## config.mk

```make
export PLATFORM = sky130hd
export DESIGN_NAME = mmio_to_axi4_lite_master
export DESIGN_NICKNAME = d
export VERILOG_FILES = /design/src/rtl/mmio_to_axi4_lite_master_pkg.sv /design/src/rtl/mmio_to_axi4_lite_master.sv
export SDC_FILE = /design/constraint.sdc
export NUM_CORES = 1
export LEC_CHECK = 0
export BUFFER_PORTS_ARGS = -buffer_cell sky130_fd_sc_hd__buf_4
export CAP_MARGIN = 25
export CELL_PAD_IN_SITES_DETAIL_PLACEMENT = 1
export CELL_PAD_IN_SITES_GLOBAL_PLACEMENT = 2
export CORE_MARGIN = 2
export CORE_UTILIZATION = 27
export CTS_BUF_LIST = sky130_fd_sc_hd__clkbuf_8
export CTS_CLUSTER_DIAMETER = 200
export CTS_CLUSTER_SIZE = 25
export DETAILED_ROUTE_END_ITERATION = 6
export PLACE_DENSITY_LB_ADDON = 0.1
export SETUP_SLACK_MARGIN = 0.05
export SLEW_MARGIN = 15
export SYNTH_ARGS = -nofsm -noshare
export SYNTH_HDL_FRONTEND = slang
export SYNTH_SLANG_ARGS = --single-unit
```

## constraint.sdc

```tcl
create_clock -name clock -period 3.1 [get_ports clock]
set_clock_uncertainty 0.2 [all_clocks]
set_input_delay 0.465 -clock clock [delete_from_list [all_inputs] [get_ports clock]]
set_output_delay 0.465 -clock clock [all_outputs]
set_load 0.02 [all_outputs]
```

## src/rtl/mmio_to_axi4_lite_master_pkg.sv

```systemverilog
// Shared types for the MMIO-to-AXI4-Lite master bridge: FSM state encoding
// and AXI response codes with a helper that classifies a response as failed.
package mmio_to_axi4_lite_master_pkg;

    typedef enum logic [2:0] {
        ST_IDLE           = 3'd0,
        ST_WRITE          = 3'd1,
        ST_WRITE_RESPONSE = 3'd2,
        ST_READ           = 3'd3,
        ST_READ_DATA      = 3'd4
    } bridge_state_e;

    localparam logic [1:0] RESP_OKAY   = 2'b00;
    localparam logic [1:0] RESP_EXOKAY = 2'b01;
    localparam logic [1:0] RESP_SLVERR = 2'b10;
    localparam logic [1:0] RESP_DECERR = 2'b11;

    localparam logic [15:0] ERROR_COUNT_MAX = 16'hFFFF;

    function automatic logic resp_is_error(input logic [1:0] resp);
        logic err;
        case (resp)
            RESP_OKAY, RESP_EXOKAY:   err = 1'b0;
            RESP_SLVERR, RESP_DECERR: err = 1'b1;
            default:                  err = 1'b1;
        endcase
        return err;
    endfunction

endpackage

```

## src/rtl/mmio_to_axi4_lite_master.sv

```systemverilog
// Single-outstanding MMIO-to-AXI4-Lite master: AW and W issued together,
// every response checked, optional timeout that abandons a stuck transaction.
module mmio_to_axi4_lite_master
    import mmio_to_axi4_lite_master_pkg::*;
#(
    parameter int                                   AXI4_LITE_ADDRESS_WIDTH = 32,
    parameter int                                   AXI4_LITE_DATA_WIDTH    = 32,
    parameter logic [AXI4_LITE_ADDRESS_WIDTH-1:0]   BASE_ADDRESS            = '0,
    parameter int unsigned                          TIMEOUT_CYCLES          = 1024
) (
    input  logic                                    clock,
    input  logic                                    reset,
    input  logic                                    read_req,
    input  logic                                    write_req,
    input  logic [AXI4_LITE_ADDRESS_WIDTH-1:0]      index,
    input  logic [AXI4_LITE_DATA_WIDTH-1:0]         write_data,
    output logic                                    read_ack,
    output logic                                    write_ack,
    output logic [AXI4_LITE_DATA_WIDTH-1:0]         read_data,
    output logic [AXI4_LITE_ADDRESS_WIDTH-1:0]      M_AXI_AWADDR,
    output logic [2:0]                              M_AXI_AWPROT,
    output logic                                    M_AXI_AWVALID,
    input  logic                                    M_AXI_AWREADY,
    output logic [AXI4_LITE_DATA_WIDTH-1:0]         M_AXI_WDATA,
    output logic [AXI4_LITE_DATA_WIDTH/8-1:0]       M_AXI_WSTRB,
    output logic                                    M_AXI_WVALID,
    input  logic                                    M_AXI_WREADY,
    input  logic [1:0]                              M_AXI_BRESP,
    input  logic                                    M_AXI_BVALID,
    output logic                                    M_AXI_BREADY,
    output logic [AXI4_LITE_ADDRESS_WIDTH-1:0]      M_AXI_ARADDR,
    output logic [2:0]                              M_AXI_ARPROT,
    output logic                                    M_AXI_ARVALID,
    input  logic                                    M_AXI_ARREADY,
    input  logic [AXI4_LITE_DATA_WIDTH-1:0]         M_AXI_RDATA,
    input  logic [1:0]                              M_AXI_RRESP,
    input  logic                                    M_AXI_RVALID,
    output logic                                    M_AXI_RREADY,
    output logic                                    error,
    output logic [15:0]                             error_count
);

    localparam int          BYTE_SHIFT   = $clog2(AXI4_LITE_DATA_WIDTH / 8);
    localparam bit          TIMEOUT_EN   = (TIMEOUT_CYCLES != 32'd0);
    localparam logic [31:0] TIMEOUT_LAST = TIMEOUT_CYCLES - 32'd1;

    bridge_state_e                        state_q, state_d;
    logic [AXI4_LITE_ADDRESS_WIDTH-1:0]   addr_q, addr_d;
    logic [AXI4_LITE_DATA_WIDTH-1:0]      wdata_q, wdata_d;
    logic [AXI4_LITE_DATA_WIDTH-1:0]      read_data_q, read_data_d;
    logic                                 awvalid_q, awvalid_d;
    logic                                 wvalid_q, wvalid_d;
    logic                                 aw_done_q, aw_done_d;
    logic                                 w_done_q, w_done_d;
    logic                                 bready_q, bready_d;
    logic                                 arvalid_q, arvalid_d;
    logic                                 rready_q, rready_d;
    logic                                 read_ack_q, read_ack_d;
    logic                                 write_ack_q, write_ack_d;
    logic                                 error_q, error_d;
    logic [15:0]                          error_count_q, error_count_d;
    logic [31:0]                          timer_q, timer_d;
    logic                                 err_event_s;
    logic                                 timeout_hit_s;

    // Next-state, handshake tracking, timeout abort and error accounting.
    always_comb begin
        state_d       = state_q;
        addr_d        = addr_q;
        wdata_d       = wdata_q;
        read_data_d   = read_data_q;
        awvalid_d     = awvalid_q;
        wvalid_d      = wvalid_q;
        aw_done_d     = aw_done_q;
        w_done_d      = w_done_q;
        bready_d      = bready_q;
        arvalid_d     = arvalid_q;
        rready_d      = rready_q;
        read_ack_d    = 1'b0;
        write_ack_d   = 1'b0;
        error_d       = error_q;
        error_count_d = error_count_q;
        timer_d       = timer_q;
        err_event_s   = 1'b0;
        timeout_hit_s = TIMEOUT_EN && (state_q != ST_IDLE) && (timer_q == TIMEOUT_LAST);

        case (state_q)
            ST_IDLE: begin
                if (write_req) begin
                    state_d   = ST_WRITE;
                    addr_d    = BASE_ADDRESS + (index << BYTE_SHIFT);
                    wdata_d   = write_data;
                    awvalid_d = 1'b1;
                    wvalid_d  = 1'b1;
                    aw_done_d = 1'b0;
                    w_done_d  = 1'b0;
                end else if (read_req) begin
                    state_d   = ST_READ;
                    addr_d    = BASE_ADDRESS + (index << BYTE_SHIFT);
                    arvalid_d = 1'b1;
                end else begin
                    state_d   = ST_IDLE;
                end
            end
            ST_WRITE: begin
                if (awvalid_q && M_AXI_AWREADY) begin
                    awvalid_d = 1'b0;
                    aw_done_d = 1'b1;
                end else begin
                    aw_done_d = aw_done_q;
                end
                if (wvalid_q && M_AXI_WREADY) begin
                    wvalid_d = 1'b0;
                    w_done_d = 1'b1;
                end else begin
                    w_done_d = w_done_q;
                end
                if (aw_done_d && w_done_d) begin
                    state_d  = ST_WRITE_RESPONSE;
                    bready_d = 1'b1;
                end else begin
                    state_d  = ST_WRITE;
                end
            end
            ST_WRITE_RESPONSE: begin
                if (M_AXI_BVALID) begin
                    state_d     = ST_IDLE;
                    bready_d    = 1'b0;
                    write_ack_d = 1'b1;
                    err_event_s = resp_is_error(M_AXI_BRESP);
                end else begin
                    state_d     = ST_WRITE_RESPONSE;
                end
            end
            ST_READ: begin
                if (M_AXI_ARREADY) begin
                    state_d   = ST_READ_DATA;
                    arvalid_d = 1'b0;
                    rready_d  = 1'b1;
                end else begin
                    state_d   = ST_READ;
                end
            end
            ST_READ_DATA: begin
                if (M_AXI_RVALID) begin
                    state_d     = ST_IDLE;
                    rready_d    = 1'b0;
                    read_ack_d  = 1'b1;
                    read_data_d = M_AXI_RDATA;
                    err_event_s = resp_is_error(M_AXI_RRESP);
                end else begin
                    state_d     = ST_READ_DATA;
                end
            end
            default: begin
                state_d = ST_IDLE;
            end
        endcase

        // A stalled transaction is abandoned only if nothing completed this cycle.
        if (timeout_hit_s && (state_d == state_q)) begin
            state_d     = ST_IDLE;
            awvalid_d   = 1'b0;
            wvalid_d    = 1'b0;
            bready_d    = 1'b0;
            arvalid_d   = 1'b0;
            rready_d    = 1'b0;
            err_event_s = 1'b1;
            timer_d     = 32'd0;
            if ((state_q == ST_READ) || (state_q == ST_READ_DATA)) begin
                read_ack_d  = 1'b1;
                read_data_d = '0;
            end else begin
                write_ack_d = 1'b1;
            end
        end else if (state_d != state_q) begin
            timer_d = 32'd0;
        end else if (state_q != ST_IDLE) begin
            timer_d = timer_q + 32'd1;
        end else begin
            timer_d = 32'd0;
        end

        if (err_event_s) begin
            error_d = 1'b1;
            if (error_count_q != ERROR_COUNT_MAX) begin
                error_count_d = error_count_q + 16'd1;
            end else begin
                error_count_d = error_count_q;
            end
        end else begin
            error_d = error_q;
        end
    end

    // State and output registers with synchronous reset.
    always_ff @(posedge clock) begin
        if (reset) begin
            state_q       <= ST_IDLE;
            addr_q        <= '0;
            wdata_q       <= '0;
            read_data_q   <= '0;
            awvalid_q     <= 1'b0;
            wvalid_q      <= 1'b0;
            aw_done_q     <= 1'b0;
            w_done_q      <= 1'b0;
            bready_q      <= 1'b0;
            arvalid_q     <= 1'b0;
            rready_q      <= 1'b0;
            read_ack_q    <= 1'b0;
            write_ack_q   <= 1'b0;
            error_q       <= 1'b0;
            error_count_q <= 16'd0;
            timer_q       <= 32'd0;
        end else begin
            state_q       <= state_d;
            addr_q        <= addr_d;
            wdata_q       <= wdata_d;
            read_data_q   <= read_data_d;
            awvalid_q     <= awvalid_d;
            wvalid_q      <= wvalid_d;
            aw_done_q     <= aw_done_d;
            w_done_q      <= w_done_d;
            bready_q      <= bready_d;
            arvalid_q     <= arvalid_d;
            rready_q      <= rready_d;
            read_ack_q    <= read_ack_d;
            write_ack_q   <= write_ack_d;
            error_q       <= error_d;
            error_count_q <= error_count_d;
            timer_q       <= timer_d;
        end
    end

    assign M_AXI_AWADDR  = addr_q;
    assign M_AXI_AWPROT  = 3'b000;
    assign M_AXI_AWVALID = awvalid_q;
    assign M_AXI_WDATA   = wdata_q;
    assign M_AXI_WSTRB   = {(AXI4_LITE_DATA_WIDTH/8){1'b1}};
    assign M_AXI_WVALID  = wvalid_q;
    assign M_AXI_BREADY  = bready_q;
    assign M_AXI_ARADDR  = addr_q;
    assign M_AXI_ARPROT  = 3'b000;
    assign M_AXI_ARVALID = arvalid_q;
    assign M_AXI_RREADY  = rready_q;
    assign read_ack      = read_ack_q;
    assign write_ack     = write_ack_q;
    assign read_data     = read_data_q;
    assign error         = error_q;
    assign error_count   = error_count_q;

endmodule

```

==> impl_summary.log <==
[metrics] status: finished clean
[metrics] number of slew-limit violations in the final report: 0
[metrics] multiplexer share of the synthesized area: 0.00684
[metrics] Vert. Die Dim: 158 um
[metrics] total global routing track utilization: 0.156
[metrics] pin slew with the least headroom to its limit: about 0.67 ns
[metrics] number of optimization iterations in the first detailed-route pass: 4
[metrics] post-detailed-routing wire length: 20000 um
[metrics] number of enable-type register cells in the synthesized netlist: 0
[metrics] drt first-iter violations: roughly 230
[metrics] max cap viols: 0
[metrics] worst-skew pair later-pin latency: 0.44 ns
[metrics] Antenna Violating Nets Remaining: 0
[metrics] postcts setup bufs: 0
[metrics] clk buf depth: 2
[metrics] maximum fanout count along the critical path: 19
[metrics] hold slack final: 0.0558 ns
[metrics] R2R setup slack: slightly below 0.6 ns
[metrics] number of flip-flops and latches in the synthesized netlist: between 150 and 200
[metrics] initial standard-cell utilization of the core: 0.274
[metrics] pin count of the biggest net entering global routing: 38
[metrics] fillers: just under 3000
[metrics] area growth from synthesis to layout: 36.7%
[metrics] unrepaired setup endpoints after global routing: false
[metrics] TritonCTS clock tree: built
[metrics] synthesized area: around 6400 um2
[metrics] share of synthesized cell area in full adder, half adder and majority cells: 0.00391
[metrics] clock input transition at the sequential cells of the worst setup and hold paths: approximately 0.090 ns
[metrics] number of antenna violations at the first check in global routing: 0
[metrics] Row Count: 56
[metrics] launching element type of the critical path: register
[metrics] Setup TNS: 0 ns
[metrics] post-synth top area share: 0.485
[metrics] per-cell routed wire length: approximately 15 um
[metrics] first-pass GRT wire length: approximately 31000 um
[metrics] post-synth cell types: 46
[metrics] required time reported for the critical path endpoint: roughly 3.2 ns
[metrics] fraction of the mapped netlist area in compound gates: 0.123
[metrics] Arr. time, crit path: 2.65 ns
[metrics] Hold Buf Count CTS: 0
[metrics] post-route clock period utilization: 0.812
[metrics] via count of the first global-routing pass: between 5000 and 6000
[metrics] diode count: 0
[metrics] port bufs: ~250
[metrics] crit end category: register
[metrics] power density relative to cell area: 493 nW/um2
[metrics] Root Buffer: sky130_fd_sc_hd__clkbuf_8
[metrics] xor/xnor cell area share of the yosys netlist: 0.0410
[metrics] Max Clock Freq: a little under 400 MHz
[metrics] fraction of registers with async set or reset after synthesis: 0
[metrics] commonest non-fill, non-tap cells in the layout: sky130_fd_sc_hd__buf_4 (266), sky130_fd_sc_hd__nand2_1 (212), sky130_fd_sc_hd__dfxtp_1 (155)
[metrics] final-stage net count: between 1000 and 1500
[metrics] vias: around 6000
[metrics] synthesized-area fraction occupied by and/or/nand/nor cells: 0.259
[metrics] leakage: 3.71 nW
[metrics] htree depth: 4
[metrics] count of synthesis-stage warnings from yosys: 0
[metrics] Synth area leaders: sky130_fd_sc_hd__dfxtp_1 (48%), sky130_fd_sc_hd__nand2_1 (12%), sky130_fd_sc_hd__a21oi_1 (8.8%), sky130_fd_sc_hd__buf_4 (5.2%), sky130_fd_sc_hd__xor2_1 (3.3%)
[metrics] main combinational cell family by area after synthesis: simple AND/OR/NAND/NOR gates
[metrics] share of cells above drive strength 1: 0.301
[metrics] leading cell type in the layout, fill and taps excluded: sky130_fd_sc_hd__buf_4
[metrics] Synth Instances: 796
[metrics] peak supply drop: 0.230 mV
[metrics] most common flop cell mapped by yosys: sky130_fd_sc_hd__dfxtp_1
[metrics] clock buffer count from CTS: 17
[metrics] dpl hpwl: between 10000 and 15000 um
[metrics] Resize count post-CTS: 0
[metrics] Setup Crit Path Kind: register to register
[metrics] headroom to the max-slew limit: 0.553
[metrics] placer's final routability congestion estimate: between 0.7 and 0.8
[metrics] residual overflow from global routing: 0
[metrics] io pins: about 270
[metrics] mean instance size in the synthesized netlist: 8.04 um2
[metrics] die width: 158 um
[metrics] Finish-stage setup viols: 0
[metrics] Vias/cell: 4.50
[metrics] DRC violation count after routing: 0
[metrics] core area: around 23000 um2
[metrics] largest area contributor in the netlist: sky130_fd_sc_hd__dfxtp_1
[metrics] post-route minimum period: about 2.5 ns
[metrics] area of the die: approximately 25000 um2
[metrics] Hold Crit Class: primary input to register
[metrics] Seq/Total Area, Yosys: 0.485
[metrics] final hold violations: 0
[metrics] CTS Sinks: 155
-- area by class of cell --
type / instances / area, um2 / share of cell area
Multi-Input combinational cell: 562 / 2840 / 0.324
Sequential cell: 155 / 3100 / 0.355
Timing Repair Buffer: 266 / 2000 / 0.228
Clock buffer: 18 / 248 / 0.0283
Tap cell: 319 / 399 / 0.0456
Clock inverter: 14 / 156 / 0.0179
Inverter: 3 / 11.3 / 0.00129
-- routing by layer --
layer / vias to the layer above / global-route usage / routed length (um)
met5: - / 0 / 0
met4: 0 / 0.0446 / 212
met3: 13 / 0.0435 / 1190
met2: 151 / 0.257 / 9690
met1: 2824 / 0.199 / 8910
li1: 3026 / - / -
-- through the flow --
step / utilization / cells / power, mW / instance area, um2 / worst slack, ns
CTS: 0.374 / 1337 / 4.40 / 8750 / 0.528
floorplan: - / 808 / 2.52 / 6450 / 0.794
global placement: 0.357 / 1305 / 2.79 / 8350 / 0.591
global route: 0.374 / 1337 / 4.55 / 8750 / 0.346
detailed placement: 0.357 / 1305 / 2.80 / 8350 / 0.556
finish: 0.374 / 1337 / 4.31 / 8750 / 0.582
-- worst paths after layout --
kind                                          startpoint                      endpoint  depth (start not counted)
worst max-delay path               state_q[0]$_SDFF_PP0_   error_count[8]$_SDFFE_PP0P_                          6
worst min-delay path                            index[2]  M_AXI_ARADDR[4]$_SDFFE_PP0P_                          3
worst max register to register     state_q[0]$_SDFF_PP0_   error_count[8]$_SDFFE_PP0P_                          6
worst min register to register  read_data[11]$_SDFF_PP0_      read_data[11]$_SDFF_PP0_                          2
-- report_power, final --
| group | internal, mW | leakage [nW] | switching, mW |
|---|---|---|---|
| clock | 0.808 | 0.220 | 0.768 |
| sequential | 2.06 | 1.26 | 0.0521 |
| combinational | 0.266 | 2.23 | 0.361 |
-- sequential cells by signal, indices dropped and copies added, names as in the netlist, 3 cells and up --
register      flops
M_AXI_WDATA      32
timer_q          32
M_AXI_ARADDR     30
state_q           3
read_data        32
error_count      16
-- cells by family (layout without fill, tap and decap cells) --
| logic type | Yosys count | count (layout) |
|---|---|---|
| AND/OR/NAND/NOR | 368 | 368 |
| flip-flops | 155 | 155 |
| AO/OA/AOI/OAI | 144 | 144 |
| buffers and inverters | 91 | 301 |
| XOR/XNOR | 30 | 30 |
| multiplexers | 4 | 4 |
| adder cells (fa/ha/maj) | 2 | 2 |
| other | 2 | 14 |
-- synthesized netlist by cell type, drive strengths merged (3+ instances only) --
| cell type | n |
|---|---|
| nand3 | 22 |
| nand4 | 9 |
| buf | 49 |
| o31ai | 4 |
| nor3 | 13 |
| a21oi | 113 |
| inv | 3 |
| and2 | 5 |
| o21ai | 11 |
| xor2 | 24 |
| and3 | 19 |
| or4 | 7 |
| a31oi | 7 |
| nor2 | 50 |
| mux2 | 3 |
| dfxtp | 155 |
| nor2b | 7 |
| or3 | 5 |
| xnor2 | 6 |
| nand2 | 212 |
| clkbuf | 39 |
| and4 | 12 |
-- critical path, cell delays in order, from the launching register on --
cell and delay (ns):
sky130_fd_sc_hd__dfxtp_1 0.43, sky130_fd_sc_hd__or3_1 0.46, sky130_fd_sc_hd__o21ai_0 0.31, sky130_fd_sc_hd__a31oi_2 0.13
sky130_fd_sc_hd__a21boi_4 0.47, sky130_fd_sc_hd__nor3_1 0.13, sky130_fd_sc_hd__mux2_2 0.28
No activity file was read; power rests on OpenSTA's default activity.
